## src/rtl/cp0_regfile.sv

```systemverilog
// cp0_regfile: system control coprocessor (CP0) for the single-cycle MIPS core.
// Holds Status, Cause, EPC, Count and Compare. It serves mtc0/mfc0 and
// arbitrates interrupt > exception > eret > mtc0 for the retiring instruction.
// It also drives the combinational PC redirect and the writeback flush.
//
// Ports:
//   clk, rst              core clock, async active-high reset
//   cp0_addr, mtc0_en     register number and write strobe
//   w_cpdata / cpdata     write data in / combinational read data out
//   inst_valid, inst_pc   retiring instruction and its PC
//   exc_valid, exc_code   synchronous exception and its ExcCode
//   eret                  return from exception
//   hw_int[5:0]           level-sensitive external interrupt lines
//   int_pending           interrupt would be taken at the next inst_valid
//   flush                 kill writeback of the current instruction
//   redirect_valid/pc     next-PC override for this cycle
module cp0_regfile #(
  parameter logic [31:0] EXC_VECTOR = 32'h0000_0380,
  parameter int          COUNT_DIV  = 2
) (
  input  logic        clk,
  input  logic        rst,
  input  logic [4:0]  cp0_addr,
  input  logic        mtc0_en,
  input  logic [31:0] w_cpdata,
  output logic [31:0] cpdata,
  input  logic        inst_valid,
  input  logic [31:0] inst_pc,
  input  logic        exc_valid,
  input  logic [4:0]  exc_code,
  input  logic        eret,
  input  logic [5:0]  hw_int,
  output logic        int_pending,
  output logic        flush,
  output logic        redirect_valid,
  output logic [31:0] redirect_pc
);

  localparam logic [4:0] A_COUNT   = 5'd9;
  localparam logic [4:0] A_COMPARE = 5'd11;
  localparam logic [4:0] A_STATUS  = 5'd12;
  localparam logic [4:0] A_CAUSE   = 5'd13;
  localparam logic [4:0] A_EPC     = 5'd14;

  logic [7:0]  im;
  logic        exl, ie;
  logic [1:0]  sw_ip;
  logic [4:0]  exc_code_q;
  logic [5:0]  hw_q;
  logic        timer_flag;
  logic        div_q;
  logic [31:0] epc, count, compare;

  logic [31:0] status, cause, count_inc;
  logic        tick, take_int, take_exc, take_eret, do_mtc0;
  logic        wr_count, wr_compare, wr_status, wr_cause, wr_epc;

  assign status = {16'b0, im, 6'b0, exl, ie};
  assign cause  = {16'b0, timer_flag | hw_q[5], hw_q[4:0], sw_ip, 1'b0, exc_code_q, 2'b0};

  assign int_pending = ie & ~exl & (|(im & cause[15:8]));

  // Priority decode: each lower event is dropped when a higher one fires.
  assign take_int  = int_pending & inst_valid;
  assign take_exc  = exc_valid & ~take_int;
  assign take_eret = eret & ~take_int & ~exc_valid;
  assign do_mtc0   = mtc0_en & ~take_int & ~exc_valid & ~eret;

  assign wr_count   = do_mtc0 && (cp0_addr == A_COUNT);
  assign wr_compare = do_mtc0 && (cp0_addr == A_COMPARE);
  assign wr_status  = do_mtc0 && (cp0_addr == A_STATUS);
  assign wr_cause   = do_mtc0 && (cp0_addr == A_CAUSE);
  assign wr_epc     = do_mtc0 && (cp0_addr == A_EPC);

  // Divide-by-2 toggles; divide-by-1 ticks every clock.
  assign tick      = (COUNT_DIV == 1) ? 1'b1 : div_q;
  assign count_inc = count + 32'd1;

  // Outputs are forced low while reset is asserted so an in-flight
  // redirect disappears immediately.
  always_comb begin
    flush          = 1'b0;
    redirect_valid = 1'b0;
    redirect_pc    = 32'b0;
    if (!rst) begin
      if (take_int || take_exc) begin
        flush          = 1'b1;
        redirect_valid = 1'b1;
        redirect_pc    = EXC_VECTOR;
      end else if (take_eret) begin
        redirect_valid = 1'b1;
        redirect_pc    = epc;
      end
    end
  end

  always_comb begin
    cpdata = 32'b0;
    case (cp0_addr)
      A_COUNT:   cpdata = count;
      A_COMPARE: cpdata = compare;
      A_STATUS:  cpdata = status;
      A_CAUSE:   cpdata = cause;
      A_EPC:     cpdata = epc;
      default:   cpdata = 32'b0;
    endcase
  end

  always_ff @(posedge clk or posedge rst) begin
    if (rst) begin
      im         <= '0;
      exl        <= 1'b0;
      ie         <= 1'b0;
      sw_ip      <= '0;
      exc_code_q <= '0;
      hw_q       <= '0;
      timer_flag <= 1'b0;
      div_q      <= 1'b0;
      epc        <= '0;
      count      <= '0;
      compare    <= '0;
    end else begin
      hw_q  <= hw_int;
      div_q <= (COUNT_DIV == 1) ? 1'b0 : ~div_q;

      if (wr_count)  count <= w_cpdata;
      else if (tick) count <= count_inc;

      if (wr_compare) compare <= w_cpdata;

      // Clear by Compare write beats a same-edge match.
      if (wr_compare)
        timer_flag <= 1'b0;
      else if (tick && !wr_count && count_inc == compare)
        timer_flag <= 1'b1;

      if (take_int) begin
        epc        <= inst_pc;
        exc_code_q <= 5'd0;
        exl        <= 1'b1;
      end else if (take_exc) begin
        exc_code_q <= exc_code;
        // Nested exception keeps the original return address.
        if (!exl) epc <= inst_pc;
        exl <= 1'b1;
      end else if (take_eret) begin
        exl <= 1'b0;
      end else begin
        if (wr_status) begin
          im  <= w_cpdata[15:8];
          exl <= w_cpdata[1];
          ie  <= w_cpdata[0];
        end
        if (wr_cause) sw_ip <= w_cpdata[9:8];
        if (wr_epc)   epc   <= w_cpdata;
      end
    end
  end

endmodule

```

## config.mk

```make
export PLATFORM = sky130hd
export DESIGN_NAME = cp0_regfile
export DESIGN_NICKNAME = d
export VERILOG_FILES = /design/src/rtl/cp0_regfile.sv
export SDC_FILE = /design/constraint.sdc
export NUM_CORES = 1
export LEC_CHECK = 0
export CAP_MARGIN = 15
export CORE_MARGIN = 2
export CORE_UTILIZATION = 30
export DETAILED_ROUTE_END_ITERATION = 8
export PLACE_DENSITY = 0.56
export SKIP_CTS_REPAIR_TIMING = 1
export SYNTH_ARGS = -nofsm -noshare
export SYNTH_HDL_FRONTEND = slang
export SYNTH_SLANG_ARGS = --single-unit
```

## constraint.sdc

```tcl
create_clock -name clk -period 5.85 [get_ports clk]
set_clock_uncertainty 0.2 [all_clocks]
set_input_delay 1.17 -clock clk [delete_from_list [all_inputs] [get_ports clk]]
set_output_delay 1.17 -clock clk [all_outputs]
set_load 0.01 [all_outputs]
```

==> run_results.csv, run 1 <==
group,metric,value,unit
yosys,ys_seq_area_share,40.37,%
worst_hold_path,hp-start,"im[4]$_DFFE_PP0P_",
grt,grt_usage,18.27,%
grt,antenna_found_initial,0,
finish,drive_gt1_share,11.96,%
drt,drc,0,
clock_network,path_clk_slew,0.06,ns
yosys,ys_async_sr_fraction,100.0,%
drt,num_vias,6522,
clock_network,cts_buffer_depth,2,
yosys,synth-seq-cells,121,
finish,final_area,9945,um^2
timing,setup_violations,0,
clock_network,cts_max_level,4,
yosys,syn_area,7500,um^2
worst_hold_path,hold_path_class,"reg -> reg",
worst_setup_path,r2r-start,"timer_flag$_DFFE_PP0P_",
power_and_ir_drop,pwr_density_cell,281.3,nW/um^2
timing,holdWs,0.3269,ns
timing,min_period,4.979,ns
yosys,synth_area_leaders,"dfrtp_1 (40%), mux2_2 (7.8%), mux2i_1 (6.8%), o21ai_0 (4.7%), xnor2_1 (4.1%)",
finish,layout_commonest_cell,"clkdlybuf4s50_1",
finish,area_delta_synth_final,32.60,%
placed_design,place_ws,0.8154,ns
placed_design,numPortBuffers,152,
drt,routed_wl,23.53,mm
drt,first_iter_violations,361,
power_and_ir_drop,total_power,2.797,mW
yosys,synth_top_flop_cell,"dfrtp_1",
die,fp-row-count,57,
die,chipWidth,162.1,um
worst_setup_path,rr_worst_depth,8,
power_and_ir_drop,p_leak,3.966,nW
yosys,synth_area_per_cell,9.293,um^2
timing,fmax,200.9,MHz
drt,ant_nets,0,
yosys,synth_edf_count,0,
placed_design,dpl.hpwl,16.70,mm
timing,timing.final.crit_share,85.10,%
worst_setup_path,crit_chain,"clkdlybuf4s50_1 > o21bai_1 > nor2_4 > and3_1 > buf_12 > and2_1 > clkdlybuf4s50_1",
die,die_area,26280,um^2
timing,rsz0062_at_grt,"false",
die,die_h,162.1,um
die,ios,153,
yosys,yosysTopAreaCell,"dfrtp_1",
grt,grt_pass1_vias,6432,
die,start_util,30.66,%
yosys,ys_warn_count,0,
worst_setup_path,crit_path_start_kind,"primary input",
worst_setup_path,crit_top_cell,"clkdlybuf4s50_1",
yosys,synth.distinct_cells,63,
timing,worst_pin_slew,0.8990,ns
die,core-area,24460,um^2
placed_design,gp_congestion,0.8324,
drt,first_pass_iters,5,
yosys,yosys.area.top_type_share,40.37,%
worst_setup_path,crit_arrival,3.61,ns
worst_setup_path,critPathMaxFanout,18,
grt,grt_pass1_wl,37.10,mm
grt,overflow,0,
worst_setup_path,critPathLaunch,"exc_valid",
worst_setup_path,crit_slowest_cell,"clkdlybuf4s50_1",
timing,hold_viol_final,0,
worst_hold_path,holdPathStages,1,
placed_design,placed_cell_area,9316,um^2
outcome,status,"finished, final reports clean",
clock_network,numCtsBuffers,17,
yosys,syn_nets,894,
clock_network,cts.sinks,121,
timing,fin_tns_setup,0,ns
worst_setup_path,criticalPathCategory,"in -> out",
worst_setup_path,crit_required,4.48,ns
yosys,syn-instance-count,807,
power_and_ir_drop,ir_drop,144.1,uV
timing,final_max_slew_viol_count,0,
job,maxCapViolations,0,
timing,setup_ws,0.8715,ns
finish,n_antenna_cell,0,
grt,grt_max_degree,66,
worst_setup_path,cpPeakStageDelay,0.60,ns
worst_setup_path,end_kind,"primary output",
finish,nets,1020,
clock_network,clk_latency,0.43,ns
drt,viasPerCell,5.139,
clock_network,cts-root-buf,"clkbuf_16",
drt,wl_per_cell,18.54,um
timing,slew_headroom,40.07,%
clock_network,cts_tree,"built",
finish,final_cell_mix,"clkdlybuf4s50_1 (152), dfrtp_1 (121), nand2_1 (76), o21ai_0 (70), nor2_1 (62)",
==> stage by stage <==
step,utilization [%],cells
after floorplan,-,807
after global placement,38.09,1237
after detailed placement,38.09,1237
after CTS,40.57,1268
after global routing,40.65,1269
final,40.65,1269
==> final timing paths <==
kind	to	slack [ns]
max reg2reg	exl$_DFFE_PP0P_	2.19
max in group asynchronous	compare[19]$_DFFE_PP0P_	2.84
max	redirect_pc[2]	0.87
min in group asynchronous	epc[7]$_DFFE_PP0P_	1.34
min	im[4]$_DFFE_PP0P_	0.33
min reg2reg	im[4]$_DFFE_PP0P_	0.33
==> critical path: cells and delay by family <==
family,cells,cell delay (ns)
simple gates,3,0.78
buf+inv,3,1.35
compound gates,1,0.30
==> power breakdown <==
part           total (mW)  switching, mW  internal, mW
Sequential           1.11          0.164         0.947
Clock                1.10          0.397         0.706
Combinational       0.583          0.287         0.296
==> registers in the layout, summed over array words and instances, names as in the netlist <==
signal and flops:
ie 1, exl 1, hw_q 6, sw_ip 2
exc_code_q 5, div_q 1, compare 32, epc 32
im 8, timer_flag 1, count 32
==> synth_stat cells, types with 2 or more instances <==
master and number:
xnor2_1 35, nand2b_1 4, clkbuf_1 37, nor3_1 7
xor2_1 35, or3_1 2, dfrtp_1 121, buf_4 3
a31o_2 2, nor3b_1 3, and3b_1 2, mux2_2 52
or4_1 3, a211oi_1 2, buf_2 13, a221oi_1 4
a21oi_1 43, buf_1 5, nand3_1 29, nand3b_1 2
o211ai_1 2, and2_1 32, and3_1 12, nor3_2 2
a22o_1 2, nand4_1 16, nor2b_1 3, and4_1 4
inv_1 5, nor4_1 3, nand2_1 76, nor2_1 64
o21ai_0 70, mux2i_1 51, nand4b_1 2, a22oi_1 32
==> area by class of cell <==
cell class | count | area [um^2]
fillers | 2426 | 14520
multi-input cells | 621 | 4209
flip-flops and latches | 121 | 3028
repair buffers | 167 | 1672
clock buffers | 18 | 429.2
well taps | 324 | 405.4
clock inverters | 13 | 178.9
inverters | 5 | 22.52
==> cell families after synthesis <==
family,count (synthesis),share of synthesized area (%)
XOR/XNOR,70,8.175
AO/OA/AOI/OAI,170,13.56
adder cells (fa/ha/maj),1,0.1668
buffers and inverters,65,3.737
AND/OR/NAND/NOR,276,19.07
flip-flops,121,40.37
multiplexers,104,14.91
==> metal layers <==
metal  GRT usage [%]  part of all wire, %  vias to the layer above
li1                -                    -                     3132
met1           26.10                   48                     3172
met2           28.07                   45                      189
met3           3.422                  5.2                       29
met4           5.551                  1.7                        0
met5               0                    0                        -
(Power assumes the default switching activity.)
==> inputs of run 2 (changes only) <==
SETUP_SLACK_MARGIN = 0.05   (was not set)
==> results of run 2 <==
Same layout as run 1: the final DEF is identical, and so are final timing and power.
==> inputs of run 3 (changes only) <==
CORE_ASPECT_RATIO = 0.75   (was not set)
==> run 3 against run 2 <==
Compared with the run above:
- die area barely moved
- clock power is 5% higher
- maximum frequency fell by 1.3%
- largest cell class unchanged
- largest power group is now clock
==> run_results.csv, run 3 (synthesis results as in run 1) <==
group,metric,value,unit
outcome,status,"finished, final reports clean",
clock_network,cts-root-buf,"clkbuf_16",
grt,antenna_found_initial,0,
grt,grt.met3_usage,4.556,%
worst_hold_path,hp-start,"im[4]$_DFFE_PP0P_",
drt,viasPerCell,5.067,
grt,gr-max-usage-layer,"met1",
clock_network,cts_buffer_depth,2,
power_and_ir_drop,p_leak,3.991,nW
worst_setup_path,critPathMaxFanout,11,
finish,finish.utilization,40.28,%
power_and_ir_drop,p_sw_share,29.61,%
power_and_ir_drop,ir_drop,218.1,uV
worst_setup_path,crit_top_cell,"clkdlybuf4s50_1",
worst_setup_path,r2r-start,"timer_flag$_DFFE_PP0P_",
worst_hold_path,hold_path_class,"reg -> reg",
die,core-area,24770,um^2
timing,rsz0062_at_grt,"false",
placed_design,dpl.hpwl,17.22,mm
placed_design,placed_cell_area,9341,um^2
worst_setup_path,crit_chain,"clkdlybuf4s50_1 > o21bai_1 > nor2_4 > and3_1 > buf_4 > and2_1 > clkdlybuf4s50_1",
power_and_ir_drop,seq_power_share,39.1,%
finish,nets,1020,
placed_design,numPortBuffers,152,
drt,ant_nets,0,
timing,fin_tns_setup,0,ns
timing,timing.final.crit_share,86.22,%
die,die_area,26290,um^2
finish,area_delta_synth_final,33.05,%
die,ios,153,
timing,min_period,5.044,ns
worst_setup_path,critPathLaunch,"exc_valid",
drt,drc,0,
grt,met1_usage,28.83,%
drt,first_pass_iters,5,
job,maxCapViolations,0,
clock_network,cts_tree,"built",
timing,worst_pin_slew,1.030,ns
grt,grt_max_degree,67,
clock_network,numCtsBuffers,17,
clock_network,path_clk_slew,0.05,ns
timing,fmax,198.3,MHz
worst_setup_path,end_kind,"primary output",
clock_network,clk_latency,0.41,ns
drt,wl_per_cell,18.96,um
grt,grt_usage,18.76,%
drt,first_iter_violations,501,
finish,reg_top3,"compare x32, count x32, epc x32",
timing,setup_violations,0,
power_and_ir_drop,p_switching,0.8444,mW
grt,grt_pass1_wl,38.06,mm
die,die_h,140.9,um
finish,seqCellArea,3028,um^2
worst_setup_path,crit_arrival,3.67,ns
finish,final_cell_mix,"clkdlybuf4s50_1 (152), dfrtp_1 (121), nand2_1 (76), o21ai_0 (70), nor2_1 (62)",
die,start_util,30.27,%
finish,multi_input_area,4209,um^2
timing,final_max_slew_viol_count,0,
finish,layout_commonest_cell,"clkdlybuf4s50_1",
worst_setup_path,cpPeakStageDelay,0.60,ns
finish,final_area,9978,um^2
power_and_ir_drop,pwr_density_cell,285.8,nW/um^2
finish,drive_gt1_share,11.86,%
power_and_ir_drop,clkPwrFrac,40.3,%
grt,overflow,0,
die,fp-row-count,50,
power_and_ir_drop,pwr-share-comb,20.5,%
grt,grt_pass1_vias,6391,
grt,use_met2,26.26,%
clock_network,cts.sinks,121,
timing,slew_headroom,31.14,%
finish,n_antenna_cell,0,
drt,num_vias,6496,
die,chipWidth,186.6,um
clock_network,cts_max_level,4,
finish,fillCellCount,2480,
worst_setup_path,criticalPathCategory,"in -> out",
timing,hold_viol_final,0,
power_and_ir_drop,p_int,2.007,mW
worst_setup_path,crit_slowest_cell,"clkdlybuf4s50_1",
worst_setup_path,crit_required,4.48,ns
worst_setup_path,crit_path_start_kind,"primary input",
drt,routed_wl,24.31,mm
placed_design,gp_congestion,0.8525,
-- run 3: area by class of cell --
| type | count | area share (%) |
|---|---|---|
| well taps | 338 | 4.238 |
| clock inverters | 7 | 1.392 |
| inverters | 5 | 0.2257 |
| flip-flops and latches | 121 | 30.34 |
| repair buffers | 167 | 16.63 |
| multi-input cells | 621 | 42.18 |
| clock buffers | 23 | 4.991 |
-- run 3: power groups by stage --
stage          clock network (mW)  logic, mW  registers [mW]
2_1_floorplan                   0      0.441            1.03
3_3_place_gp                    0      0.582            1.12
3_5_place_dp                    0      0.583            1.13
4_1_cts                      1.17      0.588            1.11
5_1_grt                      1.20      0.649            1.14
6_report                     1.15      0.585            1.12
-- run 3: final timing paths --
kind | end | slack (ns) | cells past startpoint
worst max-delay path | redirect_pc[19] | 0.81 | 7
worst min register to register | im[4]$_DFFE_PP0P_ | 0.33 | 1
max in group asynchronous | compare[20]$_DFFE_PP0P_ | 2.73 | 4
min in group asynchronous | sw_ip[0]$_DFFE_PP0P_ | 1.31 | 3
worst max register to register | compare[31]$_DFFE_PP0P_ | 1.73 | 8
worst min-delay path | im[4]$_DFFE_PP0P_ | 0.33 | 1
-- run 3: routing by layer --
layer	up-vias	routed length, um
met5	-	0
met4	0	217
met3	16	1463
met2	206	9997
met1	3136	12630
li1	3138	-
-- run 3: through the flow --
step | std cells | hold slack [ns] | power (mW) | setup slack (ns)
after floorplan | 807 | 0.2692 | 1.470 | 0.5238
after global placement | 1252 | 0.3096 | 1.704 | 0.8057
after detailed placement | 1252 | 0.3231 | 1.709 | 0.7476
after CTS | 1282 | 0.3353 | 2.870 | 0.7453
after global routing | 1282 | 0.3577 | 2.989 | 0.6279
final | 1282 | 0.3341 | 2.851 | 0.8061
-- run 3: worst max-delay path, delay by kind of cell --
kind,cells,cell delay [ns]
buffers and inverters,3,1.44
AOI/OAI and AO/OA,1,0.30
and+or+nand+nor,3,0.76
